==> src/rtl/ps2_pkg.sv <==
// Shared constants, state encoding and payload types for the PS/2 keyboard link.
package ps2_pkg;

    localparam int unsigned FRAME_BITS = 11;
    localparam int unsigned DATA_BITS  = FRAME_BITS - 3;
    localparam int unsigned BITCNT_W   = 4;
    localparam int unsigned BITIDX_W   = $clog2(DATA_BITS);

    localparam logic [DATA_BITS-1:0] PS2_EXT  = 8'hE0;
    localparam logic [DATA_BITS-1:0] PS2_BRK  = 8'hF0;
    localparam logic [DATA_BITS-1:0] KEY_NONE = 8'h00;

    typedef enum logic [1:0] {
        ST_IDLE   = 2'd0,
        ST_DATA   = 2'd1,
        ST_PARITY = 2'd2,
        ST_STOP   = 2'd3
    } ps2_state_e;

    typedef struct packed {
        logic [DATA_BITS-1:0] code;
        logic                 released;
        logic                 extended;
    } key_event_t;

    // Odd parity over data+parity and a high stop bit make a good frame
    function automatic logic frame_ok(input logic [DATA_BITS-1:0] data,
                                      input logic                 par,
                                      input logic                 stop);
        return stop & (^{data, par});
    endfunction

endpackage

==> src/rtl/ps2_key_receiver_if.sv <==
// Decoded key event bus from the PS/2 receiver to the game FSM / game logic.
interface ps2_key_receiver_if;
    import ps2_pkg::*;

    logic [DATA_BITS-1:0] last_key_received;
    logic [DATA_BITS-1:0] key_code;
    logic                 key_valid;
    logic                 key_released;
    logic                 key_extended;
    logic                 frame_error;

    modport master (
        output last_key_received, key_code, key_valid,
               key_released, key_extended, frame_error
    );

    modport slave (
        input  last_key_received, key_code, key_valid,
               key_released, key_extended, frame_error
    );

endinterface

==> src/rtl/ps2_sync_edge.sv <==
// Two-flop synchronizers for the raw PS/2 pins and a falling-edge strobe on the clock pin.
module ps2_sync_edge (
    input  logic clock,
    input  logic reset,
    input  logic ps2_clk,
    input  logic ps2_dat,
    output logic sync_dat,
    output logic fall_c
);

    logic clk_meta;
    logic sync_clk;
    logic sync_clk_q;
    logic dat_meta;

    always_ff @(posedge clock) begin
        if (reset) begin
            clk_meta   <= 1'b0;
            sync_clk   <= 1'b0;
            sync_clk_q <= 1'b0;
            dat_meta   <= 1'b0;
            sync_dat   <= 1'b0;
        end else begin
            clk_meta   <= ps2_clk;
            sync_clk   <= clk_meta;
            sync_clk_q <= sync_clk;
            dat_meta   <= ps2_dat;
            sync_dat   <= dat_meta;
        end
    end

    assign fall_c = sync_clk_q & ~sync_clk;

endmodule

==> src/rtl/ps2_key_receiver.sv <==
// PS/2 device-to-host frame receiver with E0/F0 prefix decoding and held-key tracking.
module ps2_key_receiver
    import ps2_pkg::*;
#(
    parameter int unsigned TIMEOUT_CYCLES = 5000,
    parameter bit          RELEASE_CLEARS = 1'b1
) (
    input  logic               clock,
    input  logic               reset,
    input  logic               PS2_CLK,
    input  logic               PS2_DAT,
    ps2_key_receiver_if.master key_if
);

    localparam int unsigned TO_W = (TIMEOUT_CYCLES > 1) ? $clog2(TIMEOUT_CYCLES) : 1;
    localparam logic [TO_W-1:0] TO_LAST = TO_W'(TIMEOUT_CYCLES - 1);
    localparam logic [BITCNT_W-1:0] LAST_BIT = BITCNT_W'(DATA_BITS - 1);

    logic sync_dat;
    logic fall_c;

    ps2_sync_edge u_sync (
        .clock    (clock),
        .reset    (reset),
        .ps2_clk  (PS2_CLK),
        .ps2_dat  (PS2_DAT),
        .sync_dat (sync_dat),
        .fall_c   (fall_c)
    );

    ps2_state_e           state_q,   state_d;
    logic [BITCNT_W-1:0]  bitcnt_q,  bitcnt_d;
    logic [DATA_BITS-1:0] shreg_q,   shreg_d;
    logic                 par_q,     par_d;
    logic [TO_W-1:0]      to_cnt_q,  to_cnt_d;
    logic                 byte_rdy_q, byte_rdy_d;
    logic                 frame_err_q, frame_err_d;
    logic                 timeout_c;

    logic                 ext_q,     ext_d;
    logic                 brk_q,     brk_d;
    key_event_t           evt_q,     evt_d;
    logic [DATA_BITS-1:0] last_q,    last_d;
    logic                 valid_q,   valid_d;

    // Frame FSM and timeout counter
    always_ff @(posedge clock) begin
        if (reset) begin
            state_q     <= ST_IDLE;
            bitcnt_q    <= '0;
            shreg_q     <= '0;
            par_q       <= 1'b0;
            to_cnt_q    <= '0;
            byte_rdy_q  <= 1'b0;
            frame_err_q <= 1'b0;
        end else begin
            state_q     <= state_d;
            bitcnt_q    <= bitcnt_d;
            shreg_q     <= shreg_d;
            par_q       <= par_d;
            to_cnt_q    <= to_cnt_d;
            byte_rdy_q  <= byte_rdy_d;
            frame_err_q <= frame_err_d;
        end
    end

    always_comb begin
        state_d     = state_q;
        bitcnt_d    = bitcnt_q;
        shreg_d     = shreg_q;
        par_d       = par_q;
        to_cnt_d    = to_cnt_q + TO_W'(1);
        byte_rdy_d  = 1'b0;
        frame_err_d = 1'b0;
        timeout_c   = (state_q != ST_IDLE) && (to_cnt_q == TO_LAST);

        if ((state_q == ST_IDLE) || fall_c) begin
            to_cnt_d = '0;
        end

        // A clock edge coinciding with the timeout is swallowed by the timeout
        if (timeout_c) begin
            state_d     = ST_IDLE;
            to_cnt_d    = '0;
            frame_err_d = 1'b1;
        end else if (fall_c) begin
            case (state_q)
                ST_IDLE: begin
                    if (!sync_dat) begin
                        state_d  = ST_DATA;
                        bitcnt_d = '0;
                    end
                end
                ST_DATA: begin
                    shreg_d[bitcnt_q[BITIDX_W-1:0]] = sync_dat;
                    bitcnt_d = bitcnt_q + BITCNT_W'(1);
                    if (bitcnt_q == LAST_BIT) begin
                        state_d = ST_PARITY;
                    end
                end
                ST_PARITY: begin
                    par_d   = sync_dat;
                    state_d = ST_STOP;
                end
                ST_STOP: begin
                    state_d = ST_IDLE;
                    if (frame_ok(shreg_q, par_q, sync_dat)) begin
                        byte_rdy_d = 1'b1;
                    end else begin
                        frame_err_d = 1'b1;
                    end
                end
                default: state_d = ST_IDLE;
            endcase
        end
    end

    // Byte decode: prefix flags, event registers and held key
    always_ff @(posedge clock) begin
        if (reset) begin
            ext_q   <= 1'b0;
            brk_q   <= 1'b0;
            evt_q   <= '0;
            last_q  <= KEY_NONE;
            valid_q <= 1'b0;
        end else begin
            ext_q   <= ext_d;
            brk_q   <= brk_d;
            evt_q   <= evt_d;
            last_q  <= last_d;
            valid_q <= valid_d;
        end
    end

    always_comb begin
        ext_d   = ext_q;
        brk_d   = brk_q;
        evt_d   = evt_q;
        last_d  = last_q;
        valid_d = 1'b0;

        if (frame_err_d) begin
            ext_d = 1'b0;
            brk_d = 1'b0;
        end else if (byte_rdy_q) begin
            if (shreg_q == PS2_EXT) begin
                ext_d = 1'b1;
            end else if (shreg_q == PS2_BRK) begin
                brk_d = 1'b1;
            end else begin
                evt_d   = '{code: shreg_q, released: brk_q, extended: ext_q};
                valid_d = 1'b1;
                ext_d   = 1'b0;
                brk_d   = 1'b0;
                if (!brk_q) begin
                    last_d = shreg_q;
                end else if (RELEASE_CLEARS && (shreg_q == last_q)) begin
                    last_d = KEY_NONE;
                end
            end
        end
    end

    assign key_if.last_key_received = last_q;
    assign key_if.key_code          = evt_q.code;
    assign key_if.key_released      = evt_q.released;
    assign key_if.key_extended      = evt_q.extended;
    assign key_if.key_valid         = valid_q;
    assign key_if.frame_error       = frame_err_q;

endmodule

==> src/flat_wrapper.sv <==
// flat-port wrapper written by rule: the top's interface ports become plain ports
module ps2_key_receiver_flat import ps2_pkg::*;
#(
    parameter int unsigned TIMEOUT_CYCLES = 5000,
    parameter bit          RELEASE_CLEARS = 1'b1
)
  (clock, reset, PS2_CLK, PS2_DAT, key_if_last_key_received, key_if_key_code, key_if_key_valid, key_if_key_released, key_if_key_extended, key_if_frame_error);
  ps2_key_receiver_if key_if_i ();
  input  logic clock;
  input  logic reset;
  input  logic PS2_CLK;
  input  logic PS2_DAT;
  output wire logic [$bits(key_if_i.last_key_received)-1:0] key_if_last_key_received;
  output wire logic [$bits(key_if_i.key_code)-1:0] key_if_key_code;
  output wire logic [$bits(key_if_i.key_valid)-1:0] key_if_key_valid;
  output wire logic [$bits(key_if_i.key_released)-1:0] key_if_key_released;
  output wire logic [$bits(key_if_i.key_extended)-1:0] key_if_key_extended;
  output wire logic [$bits(key_if_i.frame_error)-1:0] key_if_frame_error;
  assign key_if_last_key_received = key_if_i.last_key_received;
  assign key_if_key_code = key_if_i.key_code;
  assign key_if_key_valid = key_if_i.key_valid;
  assign key_if_key_released = key_if_i.key_released;
  assign key_if_key_extended = key_if_i.key_extended;
  assign key_if_frame_error = key_if_i.frame_error;
  ps2_key_receiver #(.TIMEOUT_CYCLES(TIMEOUT_CYCLES), .RELEASE_CLEARS(RELEASE_CLEARS)) u_core (.clock(clock), .reset(reset), .PS2_CLK(PS2_CLK), .PS2_DAT(PS2_DAT), .key_if(key_if_i));
endmodule
==> config.mk <==
export PLATFORM = sky130hd
export DESIGN_NAME = ps2_key_receiver_flat
export DESIGN_NICKNAME = d
export VERILOG_FILES = /design/src/rtl/ps2_pkg.sv /design/src/rtl/ps2_key_receiver_if.sv /design/src/rtl/ps2_sync_edge.sv /design/src/rtl/ps2_key_receiver.sv /design/src/flat_wrapper.sv
export SDC_FILE = /design/constraint.sdc
export NUM_CORES = 1
export LEC_CHECK = 0
export BUFFER_PORTS_ARGS = -buffer_cell sky130_fd_sc_hd__clkbuf_2
export CAP_MARGIN = 20
export CORE_ASPECT_RATIO = 1.5
export CORE_UTILIZATION = 39
export DETAILED_ROUTE_END_ITERATION = 7
export PLACE_DENSITY = 0.55
export RECOVER_POWER = 100
export SLEW_MARGIN = 20
export SYNTH_ARGS = -nofsm -noshare
export SYNTH_HDL_FRONTEND = slang
export SYNTH_HIERARCHICAL = 1
export SYNTH_SLANG_ARGS = --single-unit
==> constraint.sdc <==
create_clock -name clock -period 2.97 [get_ports clock]
set_input_delay 0.891 -clock clock [delete_from_list [all_inputs] [get_ports clock]]
set_output_delay 0.891 -clock clock [all_outputs]
set_load 0.1 [all_outputs]
### Word-level counts from Yosys, hierarchy flattened

Index checks and enable logic that the tools add are counted.
Widths: inputs -> output; s select.

* register bits: 56
* bits in latches: 0
* bits in writable memories: 0
* bits in read-only memories: 0
* output and inout bits: 20
* memories: 0

* add/sub/neg operators: 2
* $mul: 0
* div/mod/pow operators: 0
* order comparisons: 2
* eq/ne operators: 12
* shift operators: 0
* muxes and demuxes: 19
* bitwise logic cells: 10
* reductions and logical operators: 20

Operators with widths (count)
* $eq 8x8->1 const B: 2
* $mux 8: 2
* $add 13x1->13 const B: 1
* $eq 13x13->1 const B: 1
* $mux 1: 10
* $reduce_and 3->1: 3
* $reduce_xor 9->1: 1
* $bwmux 8: 1
* $eq 8x8->1: 1
* $not 1->1: 8
* $pmux 2 s4: 1
* $pmux 4 s2: 1
* $reduce_and 4->1: 2
* $reduce_or 4->1: 2
* $reduce_and 5->1: 1
* $add 4x1->4 const B: 1
* $eq 2x2->1 const B: 2
* $eq 4x3->1 const B: 1
* $lt 3x4->1 const B: 1
* $mux 2: 2
* $mux 4: 1
* $ne 2x1->1 const B: 2
* $ne 2x2->1 const B: 2
* $reduce_and 2->1: 2
* other kinds (10): 14

### Logic depth before layout (Yosys ltp)

* depth after elaboration: 8
* mapped depth: 9
* gate-level depth less buffers: 8

### By module

The synthesis kept the hierarchy.

Modules (own cells, without submodules)
* ps2_key_receiver: instances 1, cells an instance 244, area each 2367.3 µm²
* ps2_sync_edge: instances 1, cells an instance 11, area each 140.1 µm²

### Worst setup path after synthesis

OpenSTA, ideal clock, no wires.

* path kind: register to register
* from: reg u_core.last_q[0], in the netlist u_core/key_if.last_key_received[0]
* to: reg u_core.last_q[0], in the netlist u_core/key_if.last_key_received[0]
* arrival: 2.102 ns
* required time: 2.851 ns
* setup slack: 0.749 ns
* cell stages (with the launch flop): 7
* buffers on the path: 0
* path through: dfxtp_1 -> xnor2_1 -> nand4_1 -> o21ai_0 -> and3_4 -> a311oi_4 -> a22o_1

* cells in the longest elaborated chain, start to end: 3

Ends and longest elaborated chain
* from (decl): RTL line ps2_key_receiver.sv:43 `logic [DATA_BITS-1:0] last_q, last_d;`
* from (signal assigned): RTL line ps2_key_receiver.sv:130 `last_q <= last_d;`
* $eq 8x8->1: RTL line ps2_key_receiver.sv:157 `end else if (RELEASE_CLEARS && (shreg_q == last_q)) begin`
* $ne 2x2->1 (no line)
* $reduce_and 5->1 (no line)

Every way passes these cells.
A chain may end at the register's enable or synchronous reset.

==> metrics.md <==
| Metric | Value |
|---|---|
| Status | finished with violations |
| Failing checks | max-capacitance violations, max-slew violations |
| Placed instance area | 0.002646 mm^2 |
| Initial DRC Count | 79 |
| Slowest cell delay on critical path | 1.11 ns |
| Crit-path cells | clkbuf_1 -> clkbuf_1 -> nor3_2 -> a22o_1 |
| Setup Total Neg Slack | 0 ns |
| PwrDens | 451.5 mW/mm^2 |
| Combinational family with the most area after synthesis | simple AND/OR/NAND/NOR gates |
| Antenna violations before repair | 0 |
| Post-CTS Hold Fix Bufs | 0 |
| FMAX | 0.4005 GHz |
| Crit. path cell count | 4 |
| Largest fanout on the critical path | 32 |
| P_sw | 0.2622 mW |
| First-pass GRT wire length | 7741 um |
| Setup violators final | 0 |
| Clock power share | 35.5% |
| Sw Ratio | 21.59% |
| Reg2reg setup slack | 0.57 ns |
| Slew @ Worst Pin | 1.533 ns |
| Core ar. | 0.006175 mm^2 |
| Ant diodes | 0 |
| YS warnings | 6 |
| RD Place Congestion | 0.7417 |
| Cells after Synth | 255 |
| # rows | 35 |
| Post-Synth Adder-Cell Area | 2.994% |
| Setup Fix Bufs, Post-CTS | 0 |
| CP max stage cell | clkbuf_1 |
| DR vias | 1776 |
| GRT Total Usage | 14.99% |
| Yosys reg bits | 56 |
| Routed WL per cell | 13.13 um |
| Max Cap Violations | 1 |
| Internal power | 0.9524 mW |
| DRC Markers | 0 |
| Final instance area | 0.002690 mm^2 |
| Peak supply drop | 0.0003256 V |
| Top cells by count, synth | dfxtp_1, nor2_1, mux2i_1 |
| CP arrival | 2.71 ns |
| Area share of the largest cell type after synthesis | 44.71% |
| Mapped Nets | 265 |
| Simple-Gate Fraction of Synth Area | 21.21% |
| Port Buffer Count | 23 |
| Crit end category | flop |
| Reg-to-reg endpoint | u_core/key_if.last_key_received[7]$_SDFFE_PP0P_ |
| Post-synthesis xor/xnor area fraction | 9.681% |
| Pin count of the biggest net entering global routing | 33 |
| Drt via density | 5.103 |
| CTS Buf Count | 5 |
| Die ar. | 0.006760 mm^2 |
| CTS tree | done |
| Avg Cell Area, Syn | 9.833 um^2 |
| Worst reg-to-reg path cell count | 6 |
| Post-synth cell types | 44 |
| Die X | 67.47 um |
| Min-Delay Path Class | reg -> reg |
| Seq pwr share | 62.3% |
| Initial Utilization | 40.61% |
| IO Pins | 24 |
| P&R area growth vs syn | 7.285% |
| Cell family with most CP delay | buffers and inverters |
| Crit path to | u_core/key_if.last_key_received[7]$_SDFFE_PP0P_ |
| Combinational Power Share | 2.1% |
| Critical Path Source | reset |
| Fin. Hold Viols | 0 |
| Worst-path clk slew | 0.09 ns |
| Die Ht | 100.2 um |
| Clock Skews | 0.01336 ns |
| Final Total Pwr | 1.215 mW |
| Congestion Overflow GR | 0 |
| Complex-gate fraction of the synthesized area | 8.782% |
| Mux contribution to synthesized area | 8.084% |
| Register area share after synthesis | 44.71% |
| Top-count cell post-synth | dfxtp_1 |
| Max clock buf depth | 2 |
| Critical path class | in -> reg |
| Cell mode on critical path | clkbuf_1 |
| # resized after CTS | 0 |
| Final wirelength | 4570 um |
| Slew headroom | -2.198% |
| Worst EP required | 3.18 ns |
| Clk Tree Root Cell | clkbuf_8 |
| Clk sink count | 56 |
| Final #Nets | 283 |
| Post-synth top area cell | dfxtp_1 |
| Post-synth ARST share | 0% |
| Share of layout cells above drive strength 1 | 7.299% |
| Post-synth design cell area | 0.002507 mm^2 |
| Period utilisation layout | 84.08% |
| Leakage | 1.013 nW |
| WP buf/inv | 2 |
| Slew Limit Fails | 33 |
| First-pass DRT Iterations | 4 |
| Startpoint type of the worst setup path | primary input |
| Top post-synthesis cells by area | dfxtp_1, mux2i_1, nor2_1 |
| Top_reg_cell synth | dfxtp_1 |
| Clk_lat worst skew | 0.31 ns |
| H-tree lvl count | 2 |
| Vias in the first global route | 1631 |
| Number of synthesized flops with an enable pin | 0 |
| RSZ-0062 raised after global routing | no |
| Minimum clock period | 2.497 ns |
| Antenna violation net count after detailed routing | 0 |
| Worst reg2reg startpoint | u_core/shreg_q[7]$_SDFFE_PP0P_ |
| Post-DP HPWL | 3212 um |
## power by group through the flow
stage | Sequential, mW | Clock [mW] | Combinational [mW]
5_1_grt | 0.758 | 0.479 | 0.0294
6_report | 0.757 | 0.432 | 0.0260
4_1_cts | 0.757 | 0.456 | 0.0278
3_5_place_dp | 0.775 | 0 | 0.0277
3_3_place_gp | 0.774 | 0 | 0.0276
2_1_floorplan | 0.773 | 0 | 0.0215
## sequential cells by signal (all words and copies together), names as in the netlist
name / flops
u_core/shreg_q: 8
u_core/byte_rdy_q: 1
u_core/state_q: 2
u_core/key_if.key_valid: 1
u_core/u_sync/dat_meta: 1
u_core/u_sync/sync_dat: 1
u_core/u_sync/sync_clk_q: 1
u_core/key_if.key_code: 8
u_core/key_if.key_extended: 1
u_core/key_if.frame_error: 1
u_core/to_cnt_q: 13
u_core/par_q: 1
u_core/key_if.last_key_received: 8
u_core/brk_q: 1
u_core/u_sync/clk_meta: 1
u_core/bitcnt_q: 4
u_core/u_sync/sync_clk: 1
u_core/ext_q: 1
u_core/key_if.key_released: 1
## cell usage in the layout, fill, tap and decap left out, drive strengths merged, types with 2 or more instances in the layout
master	instances
nor2	40
a22o	8
nor4b	3
or3	4
xor2	8
or3b	2
nor4	3
a21oi	9
dfxtp	56
xnor2	14
nor2b	6
inv	8
xnor3	2
nand2	9
nand3b	3
nor3	3
ha	6
nand3	8
and3	6
clkbuf	31
nand4	4
o21ai	7
mux2i	19
or2	2
## metrics by stage
stage / cells / utilization, % / setup slack (ns) / hold slack [ns]
2_1_floorplan: 255 / - / 0.7492 / 0.4138
3_3_place_gp: 340 / 42.86 / 0.6036 / 0.4223
3_5_place_dp: 340 / 42.86 / 0.5859 / 0.4256
4_1_cts: 348 / 44.38 / 0.5618 / 0.4477
5_1_grt: 348 / 43.57 / 0.2734 / 0.4666
6_report: 348 / 43.57 / 0.4728 / 0.4407
## layout make-up
class / instances / area (um^2)
fillers: 625 / 3485
inverters: 8 / 30.03
multi-input cells: 177 / 1252
clock inverters: 1 / 7.507
clock buffers: 7 / 86.33
well taps: 74 / 92.59
flip-flops and latches: 56 / 1121
repair buffers: 25 / 100.1
## kinds of logic after synthesis
group	after synthesis
simple gates	99
flops	56
compound gates	29
xor+xnor	24
buf+inv	22
mux	19
fa+ha+maj	6
## worst min-delay path by stage
stage               depth (start not counted)  slack, ns                                end                         startpoint
global placement                            1       0.42  u_core/u_sync/sync_dat$_SDFF_PP0_  u_core/u_sync/dat_meta$_SDFF_PP0_
finish                                      1       0.44  u_core/u_sync/sync_dat$_SDFF_PP0_  u_core/u_sync/dat_meta$_SDFF_PP0_
floorplan                                   1       0.41  u_core/u_sync/sync_clk$_SDFF_PP0_  u_core/u_sync/clk_meta$_SDFF_PP0_
CTS                                         1       0.45  u_core/u_sync/sync_dat$_SDFF_PP0_  u_core/u_sync/dat_meta$_SDFF_PP0_
global route                                1       0.47  u_core/u_sync/sync_clk$_SDFF_PP0_  u_core/u_sync/clk_meta$_SDFF_PP0_
detailed placement                          1       0.43  u_core/u_sync/sync_dat$_SDFF_PP0_  u_core/u_sync/dat_meta$_SDFF_PP0_
## layer usage
layer / GRT usage [%] / share of wire [%] / vias to the layer above
li1: - / - / 909
met1: 17.97 / 46 / 840
met2: 25.13 / 50 / 22
met3: 3.068 / 2.4 / 5
met4: 6.383 / 1.8 / 0
met5: 0 / 0 / -
(Power assumes the default switching activity.)
